`src/rtl/rv32_div_ctrl.sv`:
```
// rv32_div_ctrl: radix-2 restoring DIV/DIVU/REM/REMU sequencer; RV32_DIV_EARLY_OUT_EN enables special-case early out
module rv32_div_ctrl #(
  parameter int WIDTH = 32
) (
  input  logic             clk,
  input  logic             reset,
  input  logic             start_in,
  input  logic [1:0]       op_in,
  input  logic [WIDTH-1:0] rs1_value_in,
  input  logic [WIDTH-1:0] rs2_value_in,
  input  logic             flush_in,
  output logic             stall_out,
  output logic             ready_out,
  output logic [WIDTH-1:0] result_out
);
  localparam int CW = $clog2(WIDTH);
  typedef enum logic [1:0] {IDLE, RUN, DONE} state_t;
  state_t state, state_nxt;
  logic [WIDTH-1:0] quo, rem, dvs, abs_a, abs_b, quo_n, rem_n, fin, early_res;
  logic [WIDTH:0] rem_ext, diff;
  logic [CW-1:0] cnt;
  logic op_rem, neg_q, neg_r, accept, sgn, a_neg, b_neg, last, early, no_borrow;
  assign accept = state == IDLE && start_in && !flush_in;
  assign sgn = !op_in[0];
  assign a_neg = sgn && rs1_value_in[WIDTH-1];
  assign b_neg = sgn && rs2_value_in[WIDTH-1];
  assign abs_a = a_neg ? -rs1_value_in : rs1_value_in;
  assign abs_b = b_neg ? -rs2_value_in : rs2_value_in;
  assign rem_ext = {rem, quo[WIDTH-1]};
  assign diff = rem_ext - {1'b0, dvs};
  assign no_borrow = !diff[WIDTH];
  assign rem_n = no_borrow ? diff[WIDTH-1:0] : rem_ext[WIDTH-1:0];
  assign quo_n = {quo[WIDTH-2:0], no_borrow};
  assign fin = op_rem ? (neg_r ? -rem_n : rem_n) : (neg_q ? -quo_n : quo_n);
  assign last = cnt == '0;
`ifdef RV32_DIV_EARLY_OUT_EN
  assign early = rs2_value_in == '0 ||
                 (sgn && rs1_value_in == {1'b1, {(WIDTH-1){1'b0}}} && rs2_value_in == '1);
  assign early_res = rs2_value_in == '0 ? (op_in[1] ? rs1_value_in : '1)
                                        : (op_in[1] ? '0 : rs1_value_in);
`else
  assign early = 1'b0;
  assign early_res = '0;
`endif
  // state register
  always_ff @(posedge clk or posedge reset) begin
    if (reset) state <= IDLE;
    else state <= state_nxt;
  end
  // next state and handshake outputs; flush wins everywhere
  always_comb begin
    state_nxt = flush_in ? IDLE :
                state == IDLE ? (accept ? (early ? DONE : RUN) : IDLE) :
                state == RUN ? (last ? DONE : RUN) : IDLE;
    stall_out = accept || state == RUN;
    ready_out = state == DONE;
  end
  // operand capture, shift/subtract iteration, and signed result fix-up on the final step
  always_ff @(posedge clk or posedge reset) begin
    if (reset) begin
      quo <= '0;
      rem <= '0;
      dvs <= '0;
      cnt <= '0;
      op_rem <= 1'b0;
      neg_q <= 1'b0;
      neg_r <= 1'b0;
      result_out <= '0;
    end else if (accept) begin
      op_rem <= op_in[1];
      neg_q <= (a_neg ^ b_neg) && rs2_value_in != '0;
      neg_r <= a_neg;
      quo <= abs_a;
      rem <= '0;
      dvs <= abs_b;
      cnt <= CW'(WIDTH - 1);
      if (early) result_out <= early_res;
    end else if (state == RUN && !flush_in) begin
      quo <= quo_n;
      rem <= rem_n;
      cnt <= cnt - 1'b1;
      if (last) result_out <= fin;
    end
  end
endmodule

```
`config.mk`:
```
export PLATFORM = sky130hd
export DESIGN_NAME = rv32_div_ctrl
export DESIGN_NICKNAME = d
export VERILOG_FILES = /design/src/rtl/rv32_div_ctrl.sv
export SDC_FILE = /design/constraint.sdc
export NUM_CORES = 1
export LEC_CHECK = 0
export ABC_AREA = 1
export CAP_MARGIN = 0
export CORE_MARGIN = 2
export CORE_UTILIZATION = 30
export CTS_BUF_LIST = sky130_fd_sc_hd__clkbuf_16
export CTS_CLUSTER_SIZE = 8
export DETAILED_ROUTE_END_ITERATION = 8
export HOLD_SLACK_MARGIN = 0.1
export SETUP_SLACK_MARGIN = 0.02
export SLEW_MARGIN = 20
export SYNTH_ARGS = -nofsm -noshare
export SYNTH_HDL_FRONTEND = slang
export SYNTH_SLANG_ARGS = --single-unit
```
`constraint.sdc`:
```
create_clock -name clk -period 5.1 [get_ports clk]
set_input_delay 0.765 -clock clk [delete_from_list [all_inputs] [get_ports clk]]
set_output_delay 0.765 -clock clk [all_outputs]
set_load 0.02 [all_outputs]
```
==> Word-level counts from Yosys, hierarchy flattened <==
Index checks and enable logic that the tools add are counted.
{ "classes": {"order_cmp": 0, "mul": 0, "n_bitwise": 2, "n_div": 0, "n_reduce_logical": 15, "n_shift": 0, "eq_ne": 2, "add_sub_neg": 6, "n_mux": 17} }
{ "ops": {"columns": ["op", "count"], "rows": [
  ["32-bit two-way mux", 10],
  ["32-bit negation", 4],
  ["33-bit by 32-bit subtractor with 33-bit output", 1],
  ["32-bit nonzero test", 1],
  ["5-bit two-way mux", 2],
  ["2-bit two-way mux", 4],
  ["1-bit logical AND", 6],
  ["5-bit logical NOT", 1],
  ["5-bit by 1-bit subtractor with 5-bit output, second input constant", 1],
  ["1-bit logical NOT", 3],
  ["3-bit AND reduction", 1],
  ["2-bit by 1-bit == test with 1-bit output, second input constant", 1],
  ["2-bit == test, second input constant", 1],
  ["2-bit logical NOT", 1],
  ["2-bit nonzero test", 1],
  ["1-bit logical OR", 1],
  ["1-bit two-way mux", 1],
  ["1-bit inverter", 1],
  ["1-bit bitwise XOR", 1]
]} }
{ "totals": {"word_cells": 51, "regBits": 138, "output_inout_bits": 34, "memories": 0, "ram_bits": 0, "input_bits": 70, "latch_bits": 0, "rom_bits": 0} }

==> Depth between registers and ports, before layout <==
Gate-level depths: netlist of run 1.
{ "logic_depth": {"ltp_word": 6, "ltp_mapped": 28, "depth_no_buf": 27} }

==> Worst setup path after synthesis of run 1 <==
OpenSTA, ideal clock, no wires.
{ "synth_path": {"path_kind": "flip-flop to flip-flop", "start": "register quo[31]", "end": "register result_out[30]", "synth_period_minus_slack_ns": 3.960, "slack_ns": 1.140, "setup_ns": 0.122, "t_arrival_ns": 3.838, "required_time_ns": 4.978, "stages_incl_launch_ff": 28, "path_buffers": 2, "cell_sequence": "dfrtp_1 -> inv_1 -> ha_1 -> fa_1 -> inv_1 -> nand2_1 -> nand2_1 -> nand3_1 -> nand2_1 -> nand2_1 -> nand2_2 -> nand2_4 -> nand2_4 -> nand2_4 -> nand2_8 -> buf_8 -> buf_6 -> ha_1 -> nand3_1 -> nor3_1 -> nand3_1 -> nor3_1 -> nand4_1 -> o21ai_1 -> o21ai_0 -> or2_0 -> a21oi_1 -> a21oi_1"} }
{ "synth_between": {"elab_chain_cells": 5, "elab_cells_between_ends": 8, "cone_classes": "add/sub: 3; mux: 4; reduce/logical: 1"} }
{ "synth_rtl": {"columns": ["item", "line_no", "source"], "rows": [
  ["start, declared", "19", "logic [WIDTH-1:0] quo, rem, dvs, abs_a, abs_b, quo_n, rem_n, fin, early_res;"],
  ["start signal, assigned", "73", "quo <= abs_a;"],
  ["start signal, assigned", "79", "quo <= quo_n;"],
  ["33-bit by 32-bit subtractor with 33-bit output", "30", "assign diff = rem_ext - {1'b0, dvs};"],
  ["32-bit two-way mux / 1-bit logical NOT (equally long branches)", "32, 31", null],
  ["32-bit negation", "34", "assign fin = op_rem ? (neg_r ? -rem_n : rem_n) : (neg_q ? -quo_n : quo_n);"],
  ["32-bit two-way mux", "34", null],
  ["32-bit two-way mux (*)", "34", null],
  ["end signal, assigned", "77", "if (early) result_out <= early_res;"],
  ["end signal, assigned", "82", "if (last) result_out <= fin;"],
  ["end, declared", "14", "output logic [WIDTH-1:0] result_out"]
]} }
Mark *: on every way between the ends. The rest lies on a longest branch, timed or not.
A chain may end at the register's enable or synchronous reset.

==> Worst setup path after layout of run 1 <==
Ends and elaborated chain as after synthesis.

==> results of run 1 <==
## sequential cells by signal (all words and copies together) (netlist names)
| name | flops |
|---|---|
| cnt | 5 |
| rem | 32 |
| op_rem | 1 |
| neg_q | 1 |
| quo | 32 |
| result_out | 32 |
| neg_r | 1 |
| dvs | 32 |
| state | 2 |
## worst min-delay path, cell delays in order, from the launching register on
cell     delay, ns
dfrtp_1       0.34
nand2_1       0.05
o21ai_0       0.06
## metrics by stage
step	utilization, %	std cells
finish	35.7	2531
CTS	35.7	2530
floorplan	-	1921
global placement	34.2	2498
detailed placement	34.2	2498
global route	35.7	2530
## power by group through the flow
stage	Sequential [uW]	Clock (uW)	Combinational (uW)
final	1640	1290	6760
after global routing	1660	1360	7580
after CTS	1640	1310	6740
after detailed placement	1660	0	6710
after global placement	1650	0	6690
after floorplan	1550	0	5270
## kinds of logic after synthesis
group	Yosys count	share of synthesized area (%)
AO/OA/AOI/OAI	305	14.7
XOR/XNOR	39	2.80
adder cells (fa/ha/maj)	39	4.06
buffers and inverters	351	11.5
flip-flops	138	28.3
AND/OR/NAND/NOR	1049	38.6
## cells in the final DEF, fill, tap and decap left out, types with 3 or more instances in the layout
master	Yosys	routed
nand4_1	16	16
a31oi_1	14	14
clkbuf_16	0	17
o211ai_1	8	8
a21oi_1	79	79
nand3b_1	10	10
nand3_1	170	170
nor2_1	188	185
nand2_2	26	26
a22oi_1	3	3
nand2_4	15	15
xnor2_1	13	13
a21oi_2	5	5
o21ai_2	3	3
o22ai_1	33	33
nor3_1	31	31
nor2_4	6	7
nor2_2	10	12
nand3_4	4	4
o221ai_1	28	28
o21ai_0	110	110
o21ai_1	11	11
inv_2	4	5
clkinv_4	0	4
xor2_1	26	26
ha_1	38	38
clkdlybuf4s50_1	0	103
nand2_1	547	547
o21bai_1	3	3
buf_4	1	12
inv_6	0	4
inv_1	284	281
nand3_2	4	4
nor4_1	8	8
dfrtp_1	138	138
## cell type report
cell class / count / share of cell area (%)
Antenna cell: 1 / 0.0175
Clock buffer: 17 / 2.98
Clock inverter: 15 / 1.14
Inverter: 288 / 7.63
Multi-Input combinational cell: 1432 / 51.5
Sequential cell: 138 / 24.2
Tap cell: 525 / 4.61
Timing Repair Buffer: 115 / 7.86
## per-layer routing
| metal | vias to the layer above | part of all wire (%) | global-route usage (%) | routed length, um |
|---|---|---|---|---|
| met5 | - | 0 | 0 | 0 |
| met4 | 0 | 1.9 | 5.45 | 801 |
| met3 | 47 | 4.4 | 2.22 | 1830 |
| met2 | 321 | 47 | 33.2 | 19400 |
| met1 | 5878 | 47 | 27.0 | 19300 |
| li1 | 6375 | - | - | - |
## worst paths after layout
check                             start        endpoint  slack (ns)  cells past startpoint
worst min register to register  dvs[30]         dvs[30]        0.49                      2
worst min-delay path            dvs[30]         dvs[30]        0.49                      2
min in group asynchronous         reset          cnt[0]        0.89                      2
worst max-delay path            quo[31]  result_out[30]        0.69                     25
worst max register to register  quo[31]  result_out[30]        0.69                     25
max in group asynchronous         reset   result_out[1]        3.26                      3
==> results.md, run 1 <==
Critical path:
- The cell seen most often among critical-path stages is nand2_1.
- On the critical path the largest part of the delay comes from simple AND/OR/NAND/NOR gates.
- The worst setup path is launched from a flop.
- For this run, the slowest stage of the critical path takes 0.42 ns.
- The worst setup path is of the reg2reg kind.
- The number of buffers and inverters on the critical path is 2.
- The slowest stage of the critical path belongs to the cell fa_1.
- Data on the critical path arrives at its endpoint at 4.73 ns.
- The kind of end point of the critical path is a flop.
- Data on the critical path is required at its endpoint by 5.42 ns.
- In this run the worst path has a maximum fanout of 5.

Logic synthesis:
- The net count of the mapped netlist is 2030.
- The fraction of registers with async set or reset after synthesis is 100%.
- Of all cell types, the one taking the most synthesized area is dfrtp_1.
- After synthesis, the largest area contributor takes up 28.3% of total cell area.
- Yosys attributes the largest share of cell area to dfrtp_1, nand2_1, inv_1.
- The netlist area before placement is 12200 um2.
- The fraction of the yosys area taken by sequential cells is 28.3%.
- The number of cells produced by synthesis is 1921.
- The number of flops mapped to enable cells by yosys is 0.
- After synthesis the netlist holds a flip-flop and latch count of 138.
- The number of synthesis warnings is 0.
- The synthesized netlist contains 55 unique library cells.
- The most common cell in the synthesized netlist is nand2_1.
- By count the netlist is led by nand2_1, inv_1, nor2_1.
- In the synthesized netlist the dominant register cell turns out to be dfrtp_1.
- The average size of a mapped cell is 6.35 um2.

Pwr:
- Per report_power, the sequential group accounts for 16.9% of the total.
- The power density over cell area is 680 nW/um2.
- Power comes to 9690 uW.
- The maximum ir drop on the vdd rail is 0.325 mV.
- Net switching is 57.2% of the power.
- The combinational power share is 69.8%.
- The leakage power total is 0.00699 uW.
- Per report_power, the clock group accounts for 13.3% of the total.
- For this design the total switching power over the nets is 5540 uW.
- The internal cell power is 4150 uW.

Placement:
- The post-placement worst setup slack is 0.783 ns.
- The congestion estimate from routability-driven global placement came to 0.899.
- The count of buffers added on input and output ports is 103.
- The wire-length estimate of the detail-placed layout is 32.5 mm.
- The area after detailed placement is 13700 um2.

Timing:
- The number of hold-slack violations in the final timing report is 0.
- The number of max-slew violations in the final report came to 0.
- The maximum frequency from static timing analysis is 0.227 GHz.
- The actual transition at the worst max-transition pin is 0.967 ns.
- The smallest clock period supported by the final layout is computed as 4.41 ns.
- The total negative setup slack is 0 ns.
- Setup repair after global routing left no endpoint under its margin.
- The worst setup margin is 0.692 ns.
- Setup violations remaining at the end of the flow were counted as 0.
- Hold timing on the final database bottoms out at a slack of 0.486 ns.
- The final critical path takes up 86.4% of the cycle.
- The final clock skew is 0.0126 ns.
- The worst max-slew margin expressed relative to the limit is 35.4%.

Cells and area:
- The post-route netlist has 6.73% of its cells at a drive strength greater than 1.
- Summing all non-filler instances in the final layout gives an area of 14300 um2.
- The multi-input combinational cell area is 7350 um2.
- From synthesis to final layout, the design area changed by 16.9%.
- After filler insertion, the fill cell instance count of the layout stands at 4356.
- Summing all flip-flop and latch instances after layout gives 3450 um2.
- For this run, the post-layout net count is 2101.

Outcome:
- The run finished with clean final reports.

CTS:
- After clock tree synthesis, the clock-pin slew on the worst setup and hold paths is 0.07 ns.
- The clock insertion delay at the later pin of the skew report is 0.44 ns.
- The buffer type at the clock tree root is clkbuf_16.
- In this run, post-CTS hold repair placed 0 buffers.
- Gates resized during post-CTS repair numbered 0.
- TritonCTS built the clock tree.
- Counting the buffers created by CTS gives 17.
- The buffers inserted during post-CTS setup optimization is 0.
- The H-tree generated during clock tree synthesis spans 4 levels.
- The clock net sink count is 138.
- The clock passes through at most 2 buffers.

Min path:
- In this run the worst hold path is classified as reg2reg.

Global route:
- The total grt overflow is 0.
- The global-route wire length before repair is 65.2 mm.
- The via count of the first global-routing pass came to 12100.
- Global routing consumed, over all layers together, 19.8% of the routing resources.
- The largest net degree at the start of global routing is 109.
- The initial antenna violation count is 1.

Die:
- Measured along the x axis, the die boundary spans 206 um.
- The number of rows created at floorplan is 73.
- The die footprint is 42300 um2.
- 104 I/O pins were placed.
- The die span in y is 206 um.
- The area inside the core boundary is 39900 um2.
- The initial utilization of the core area, before any placement, comes to 30.5%.

Drt:
- The average routed wire per standard cell is 16.3 um.
- The length of the first detailed-routing pass in iterations is 5.
- The detail route stage leaves a number of antenna-violating nets equal to 0.
- The total detailed-routing wirelength is 41.4 mm.
- The post-detailed-route via-to-cell ratio is 4.99.
- The via count of the routed design is 12600.
- The post-detailed-route DRC marker count is 0.
- The detailed router finished its first iteration with 1086 violations.

Job:
- The reported max-cap violation count is 0.
Power figures use the tool's default switching activity.
==> run 2, diff against run 1 <==
- GPL_ROUTABILITY_DRIVEN: default -> 0
==> run 2 against run 1 <==
Effect of this change:
- register-to-register slack is essentially flat
- hold slack got worse by 0.0081 ns
- final cell count about the same
- non-clock buffer count rose by 1
- setup slack improved by 0.015 ns
- count of clock-buffer cells in the layout stayed put
==> results.md, run 2 (synthesis results as in run 1) <==
Outcome:
- Result of the run: finished clean (unchanged).

CTS:
- The number of gates given a new drive strength after cts came to 0 (unchanged).
- The clock net sink count is 138 (unchanged).
- The clock insertion delay at the later pin of the skew report is 0.43 ns (was 0.44 ns).
- The H-tree depth is 4 (unchanged).
- The TritonCTS clock tree is yes (unchanged).
- The quantity of hold-fixing buffers added after cts is 0 (unchanged).
- The buffers inserted during post-CTS setup optimization is 0 (unchanged).
- The largest buffer count on any clock path was 2 (unchanged).
- The buffer type at the clock tree root is clkbuf_16 (unchanged).
- The post-CTS clock slew at the launch and capture registers of the worst setup and hold paths was 0.06 ns (was 0.07 ns).
- The total CTS buffers is 17 (unchanged).

Cells and area:
- The final non-filler cell total came to 2529 (was 2531).
- The number of diodes is 0 (was 1).
- Most frequent cells in the layout: nand2_1, inv_1, nor2_1 (unchanged).
- The share of post-route cells with drive strength above 1 was 6.49% (was 6.73%).
- The share of the core filled with cells in the final layout is 35.6% (was 35.7%).
- The most frequent standard cell in the layout excluding fill and tap cells is nand2_1 (unchanged).
- The final net count is 2102 (was 2101).
- The signed area change from the synthesized netlist to the final layout is 16.4% (was 16.9%).

Timing:
- The setup-violating endpoint count in the final report is 0 (unchanged).
- The time the worst path needs with I/O delays and setup is 4.39 ns (was 4.41 ns).
- The total negative setup slack is 0 ns (unchanged).
- RSZ-0062 raised after global routing: false (unchanged).
- The hold slack is 0.477 ns (was 0.486 ns).
- The maximum frequency from static timing analysis came to 0.228 GHz (was 0.227 GHz).
- The actual transition at the worst max-transition pin was 0.936 ns (was 0.967 ns).
- The number of max-slew violations in the final report is 0 (unchanged).
- The final clock skew is 0.0102 ns (was 0.0126 ns).
- The number of hold-slack violations in the final timing report is 0 (unchanged).
- The worst max-slew margin expressed relative to the limit is 37.6% (was 35.4%).
- The final clock period utilization by the worst path is 86.1% (was 86.4%).
- The worst setup margin came to 0.706 ns (was 0.692 ns).

Die:
- The overall die width is 206 um (unchanged).
- The die span in y is 206 um (unchanged).
- The count of boundary I/O pins is 104 (unchanged).
- The area inside the core boundary was 39900 um2 (unchanged).
- The number of rows created at floorplan is 73 (unchanged).
- The die footprint came to 42300 um2 (unchanged).
- The initial standard-cell utilization of the core is 30.5% (unchanged).

Drt:
- The wire length on met1 came to 18.3 mm (was 19.3 mm).
- The post-detailed-route via-to-cell ratio was 5.08 (was 4.99).
- The length of the first detailed-routing pass in iterations is 8 (was 5).
- The uppermost signal routing layer after detailed routing is met4 (unchanged).
- The average routed wire per standard cell is 16.0 um (was 16.3 um).
- The post-detailed-route DRC marker count came to 0 (unchanged).
- The total length of routed met2 wires is 18.9 mm (was 19.4 mm).
- The total detailed-routing wirelength was 40.5 mm (was 41.4 mm).
- The number of DRC violations after detailed-routing iteration 0 is 1219 (was 1086).
- The via count of the routed design is 12800 (was 12600).
- The post-route antenna net violation count is 0 (unchanged).
- The routed length on met3 is 2.02 mm (was 1.83 mm).

Critical path:
- The worst-case reg-to-reg path depth is 25 (unchanged).
- The type of the setup path with the least slack is reg2reg (unchanged).
- The kind of end point of the critical path is a flop (unchanged).
- The kind of start point of the critical path is a flop (unchanged).
- The largest fanout of any net on the critical path came to 5 (unchanged).
- The required time of the critical path was 5.41 ns (was 5.42 ns).
- The worst endpoint data arrival time is 4.71 ns (was 4.73 ns).

Pwr:
- The leakage power total is 0.00696 uW (was 0.00699 uW).
- The maximum ir drop on the vdd rail came to 0.331 mV (was 0.325 mV).
- The relative contribution of sequential cells to total power is 16.8% (was 16.9%).
- The net switching power figure was 5500 uW (was 5540 uW).
- The clock power share is 11.8% (was 13.3%).
- The power density over cell area is 675 nW/um2 (was 680 nW/um2).
- The switching fraction of total power is 57.4% (was 57.2%).
- The internal cell power came to 4080 uW (was 4150 uW).
- The combinational power share is 71.3% (was 69.8%).

Placement:
- The detailed placer's ending HPWL is 31.7 mm (was 32.5 mm).
- The cell total after placement came to 2499 (was 2498).
- The count of buffers from port buffering is 103 (unchanged).
- The post-placement worst setup slack is 0.777 ns (was 0.783 ns).

Global route:
- The global-route wire length before repair is 64.1 mm (was 65.2 mm).
- The total grt overflow came to 0 (unchanged).
- The overall routing resource usage was 19.3% (was 19.8%).
- The initial antenna violation count is 0 (was 1).
- The via count of the first global-routing pass is 12100 (about the same).
- The largest net degree at the start of global routing was 65 (was 109).

Min path:
- The worst min-delay path class is reg2reg (unchanged).
- The depth of the worst hold-timing path was 2 (unchanged).

Job:
- The reported max-cap violation count is 0 (unchanged).
[run 2: cell types whose count changed in the layout (fill, tap and decap cells not counted)]
cell,delta
buf_4,+1
bufinv_16,-1
clkinv_1,+1
clkinv_2,+2
clkinv_4,-4
clkinvlp_4,+2
diode_2,-1
inv_1,+3
inv_6,-3
inv_8,-2
[run 2: layout make-up]
type                       count  area [um2]
fill                        4323       25700
timing repair buffer         116        1130
clock buffer                  17         425
clock inverter                13        91.3
sequential                   138        3450
inverter                     288        1090
multi-input combinational   1432        7350
tap                          525         657
[run 2: stage by stage]
step	power, uW	instance area (um2)
3_3_place_gp	8290	13700
4_1_cts	9520	14200
2_1_floorplan	6810	12200
3_5_place_dp	8370	13700
6_report	9580	14200
5_1_grt	10400	14200
[run 2: power groups by stage]
stage                     clock network [uW]  logic [uW]  registers, uW
after floorplan                            0        5270           1550
after global placement                     0        6660           1630
after detailed placement                   0        6740           1630
after CTS                               1150        6760           1610
after global routing                    1190        7610           1650
final                                   1130        6830           1610
[run 2: critical path, cell delays in order (launching register included)]
cell and delay, ns:
dfrtp_1 0.32, inv_1 0.06, ha_1 0.24, fa_1 0.42
inv_1 0.09, nand2_1 0.05, nand2_1 0.07, nand3_1 0.06
nand2_1 0.12, nand2_1 0.08, nand2_2 0.13, nand2_4 0.10
nand2_4 0.09, nand2_4 0.09, nand2_8 0.08, ha_1 0.20
nand3_1 0.12, nor3_1 0.38, nand3_1 0.16, nor3_1 0.28
nand4_1 0.21, o21ai_1 0.29, o21ai_0 0.16, or2_0 0.24
a21oi_1 0.14, a21oi_1 0.09
[run 2: final timing paths]
kind                                 from        endpoint  slack (ns)
min reg2reg                result_out[23]  result_out[23]        0.48
max reg2reg                       quo[31]  result_out[30]        0.71
min                        result_out[23]  result_out[23]        0.48
max                               quo[31]  result_out[30]        0.71
max in group asynchronous           reset          quo[7]        3.27
min in group asynchronous           reset          cnt[0]        0.79
[run 2: per-layer routing]
metal / track usage, % / vias up
met4: 7.43 / 0
met3: 2.11 / 76
met1: 25.8 / 5976
li1: - / 6367
met2: 31.8 / 428
met5: 0 / -
==> run 3, diff against run 2 <==
- CORE_UTILIZATION: 30 -> 60
- PLACE_DENSITY: default -> 0.82
==> run 3 against run 2 <==
Effect of this change:
- the run now ends with design-rule violations left
- routed wire length shrank 6.8%
- final cell count decreased by 10%
- maximum frequency is 0.65% higher
- register-to-register slack gained 0.03 ns
- critical endpoint unchanged
- global-route usage up 16 points
- combinational power about the same
- power increased by 3.1%
- count of clock-buffer cells in the layout unchanged
- design area down 1.2%
==> results.md, run 3 (synthesis results as in run 1) <==
Timing:
- The time the worst path needs with I/O delays and setup is 4.37 ns (was 4.39 ns).
- The worst max-slew margin expressed relative to the limit is 35.1% (was 37.6%).
- RSZ-0062 raised after global routing: false (unchanged).
- The final clock period utilization by the worst path is 85.6% (was 86.1%).
- The actual transition at the worst max-transition pin is 0.973 ns (was 0.936 ns).
- The maximum frequency from static timing analysis is 0.229 GHz (was 0.228 GHz).
- The number of hold-slack violations in the final timing report is 0 (unchanged).
- The total negative setup slack is 0 ns (unchanged).
- The number of max-slew violations in the final report was 0 (unchanged).
- The hold slack is 0.479 ns (was 0.477 ns).
- The final clock skew is 0.0107 ns (was 0.0102 ns).
- The setup-violating endpoint count in the final report is 0 (unchanged).

Drt:
- The post-route antenna net violation count is 0 (unchanged).
- The post-detailed-route DRC marker count is 2 (was 0).
- The length of the first detailed-routing pass in iterations is 8 (unchanged).
- The number of DRC violations after detailed-routing iteration 0 is 1518 (was 1219).
- The average routed wire per standard cell came to 16.6 um (was 16.0 um).
- The via count of the routed design is 13200 (was 12800).
- The post-detailed-route via-to-cell ratio is 5.81 (was 5.08).
- The total detailed-routing wirelength was 37.8 mm (was 40.5 mm).

Die:
- The overall die width is 147 um (was 206 um).
- The area inside the core boundary came to 20100 um2 (was 39900 um2).
- The die span in y is 147 um (was 206 um).
- The die footprint came to 21500 um2 (was 42300 um2).
- The initial standard-cell utilization of the core came to 60.6% (was 30.5%).
- The number of rows created at floorplan was 52 (was 73).
- The count of boundary I/O pins was 104 (unchanged).

Critical path:
- The endpoint of the worst setup timing path was result_out[30] (unchanged).
- The kind of end point of the critical path is a flop (unchanged).
- The worst flop-to-flop path endpoint is result_out[30] (unchanged).
- The largest fanout of any net on the critical path is 5 (unchanged).
- The launching element of the worst setup path is quo[31] (unchanged).
- The worst endpoint data arrival time came to 4.68 ns (was 4.71 ns).
- The kind of start point of the critical path was a flop (unchanged).
- The slowest library cell on the worst path is fa_1 (unchanged).
- The start of the worst register-to-register path is quo[31] (unchanged).
- The required time of the critical path is 5.41 ns (about the same).
- The maximum cell stage delay along the critical path came to 0.41 ns (was 0.42 ns).
- The setup slack of the most critical reg-to-reg path is 0.73 ns (was 0.71 ns).
- The worst-case reg-to-reg path depth came to 25 (unchanged).
- The cell seen most often among critical-path stages was nand2_1 (unchanged).
- The type of the setup path with the least slack is reg2reg (unchanged).

Placement:
- The cell total after placement is 2245 (was 2499).
- The detailed placer's ending HPWL is 28.7 mm (was 31.7 mm).
- The count of buffers from port buffering is 103 (unchanged).

Global route:
- The total grt overflow was 0 (unchanged).
- The global-route layer with the greatest usage is met2 (unchanged).
- The initial antenna violation count was 1 (was 0).
- The global-route wire length before repair is 61.1 mm (was 64.1 mm).
- The largest net degree at the start of global routing came to 106 (was 65).
- The routing usage on met2 is 55.3% (was 31.8%).
- The global routing usage on met3 came to 8.38% (was 2.11%).
- The overall routing resource usage is 35.6% (was 19.3%).
- The via count of the first global-routing pass is 12100 (about the same).
- The met1 usage is 47.9% (was 25.8%).

CTS:
- The H-tree depth came to 4 (unchanged).
- The quantity of hold-fixing buffers added after cts is 0 (unchanged).
- The largest buffer count on any clock path came to 2 (unchanged).
- The clock net sink count is 138 (unchanged).
- The post-CTS clock slew at the launch and capture registers of the worst setup and hold paths came to 0.06 ns (about the same).
- The number of gates given a new drive strength after cts is 0 (unchanged).
- The total CTS buffers is 17 (unchanged).
- The clock insertion delay at the later pin of the skew report is 0.44 ns (was 0.43 ns).
- The buffer type at the clock tree root is clkbuf_16 (unchanged).
- The TritonCTS clock tree is yes (unchanged).
- The buffers inserted during post-CTS setup optimization came to 0 (unchanged).

Cells and area:
- Most frequent cells in the layout: nand2_1, inv_1, nor2_1 (unchanged).
- The final non-filler cell total was 2276 (was 2529).
- The final net count is 2103 (was 2102).
- The sequential cell area was 3450 um2 (unchanged).
- The count of fill cells added during filler insertion is 1712 (was 4323).
- The signed area change from the synthesized netlist to the final layout is 15.0% (was 16.4%).
- The number of diodes is 0 (unchanged).
- The share of post-route cells with drive strength above 1 is 6.73% (was 6.49%).
- The most frequent standard cell in the layout excluding fill and tap cells was nand2_1 (unchanged).
- The multi-input combinational cell area is 7340 um2 (was 7350 um2).

Pwr:
- The combinational power share is 68.9% (was 71.3%).
- The clock power share was 14.6% (was 11.8%).
- The relative contribution of sequential cells to total power came to 16.5% (was 16.8%).
- The net switching power figure is 5540 uW (was 5500 uW).
- The internal cell power is 4340 uW (was 4080 uW).
- The power density over cell area is 704 nW/um2 (was 675 nW/um2).
- The maximum ir drop on the vdd rail is 0.522 mV (was 0.331 mV).
- The leakage power total came to 0.00703 uW (was 0.00696 uW).
- The switching fraction of total power is 56.0% (was 57.4%).

Outcome:
- Result of the run: finished, violations left (was finished clean).
- The checks that failed: design-rule violations.

Min path:
- The worst min-delay path class is reg2reg (unchanged).

Job:
- The reported max-cap violation count is 0 (unchanged).
## run 3: changes by cell type in the layout (fill, tap and decap cells not counted), sizes merged
cell / change
bufinv: +5
clkinv: -3
buf: +1
clkinvlp: -1
## run 3: per-stage QoR
stage	setup WS [ns]	cell area, um2	total power (uW)	utilization, %
5_1_grt	0.358	14000	10700	69.8
6_report	0.735	14000	9880	69.8
3_5_place_dp	0.795	13400	8220	66.4
4_1_cts	0.779	14000	9710	69.8
3_3_place_gp	0.977	13400	8040	66.4
2_1_floorplan	0.639	12200	6810	-
## run 3: layout make-up
cell class | instances | share of cell area, %
inverters | 288 | 7.74
well taps | 270 | 2.41
flip-flops and latches | 138 | 24.6
multi-input cells | 1432 | 52.3
clock inverters | 14 | 1.74
repair buffers | 117 | 8.10
clock buffers | 17 | 3.03
## run 3: per-layer routing
metal / vias to the layer above / wire length (um)
met5: - / 0
met4: 0 / 1450
met3: 112 / 3760
met1: 6067 / 15700
met2: 672 / 16900
li1: 6375 / -
## run 3: how the worst min path moves through the flow
stage	slack (ns)	endpoint	startpoint	cells past startpoint
finish	0.48	result_out[23]	result_out[23]	2
global route	0.50	dvs[29]	dvs[29]	2
CTS	0.48	result_out[23]	result_out[23]	2
detailed placement	0.47	result_out[23]	result_out[23]	2
global placement	0.47	dvs[29]	dvs[29]	2
floorplan	0.45	cnt[4]	cnt[4]	1
## run 3: power by group through the flow
| stage | logic [uW] | registers (uW) | clock network [uW] |
|---|---|---|---|
| final | 6810 | 1630 | 1440 |
| after global routing | 7520 | 1650 | 1490 |
| after CTS | 6660 | 1610 | 1440 |
| after detailed placement | 6590 | 1630 | 0 |
| after global placement | 6420 | 1620 | 0 |
| after floorplan | 5270 | 1550 | 0 |
## run 3: critical path: cells and delay by family (launching register included)
kind	cells	cell delay [ns]
buffers and inverters	2	0.15
flip-flops	1	0.33
AND/OR/NAND/NOR	16	2.18
AO/OA/AOI/OAI	4	0.74
adder cells (fa/ha/maj)	3	0.84
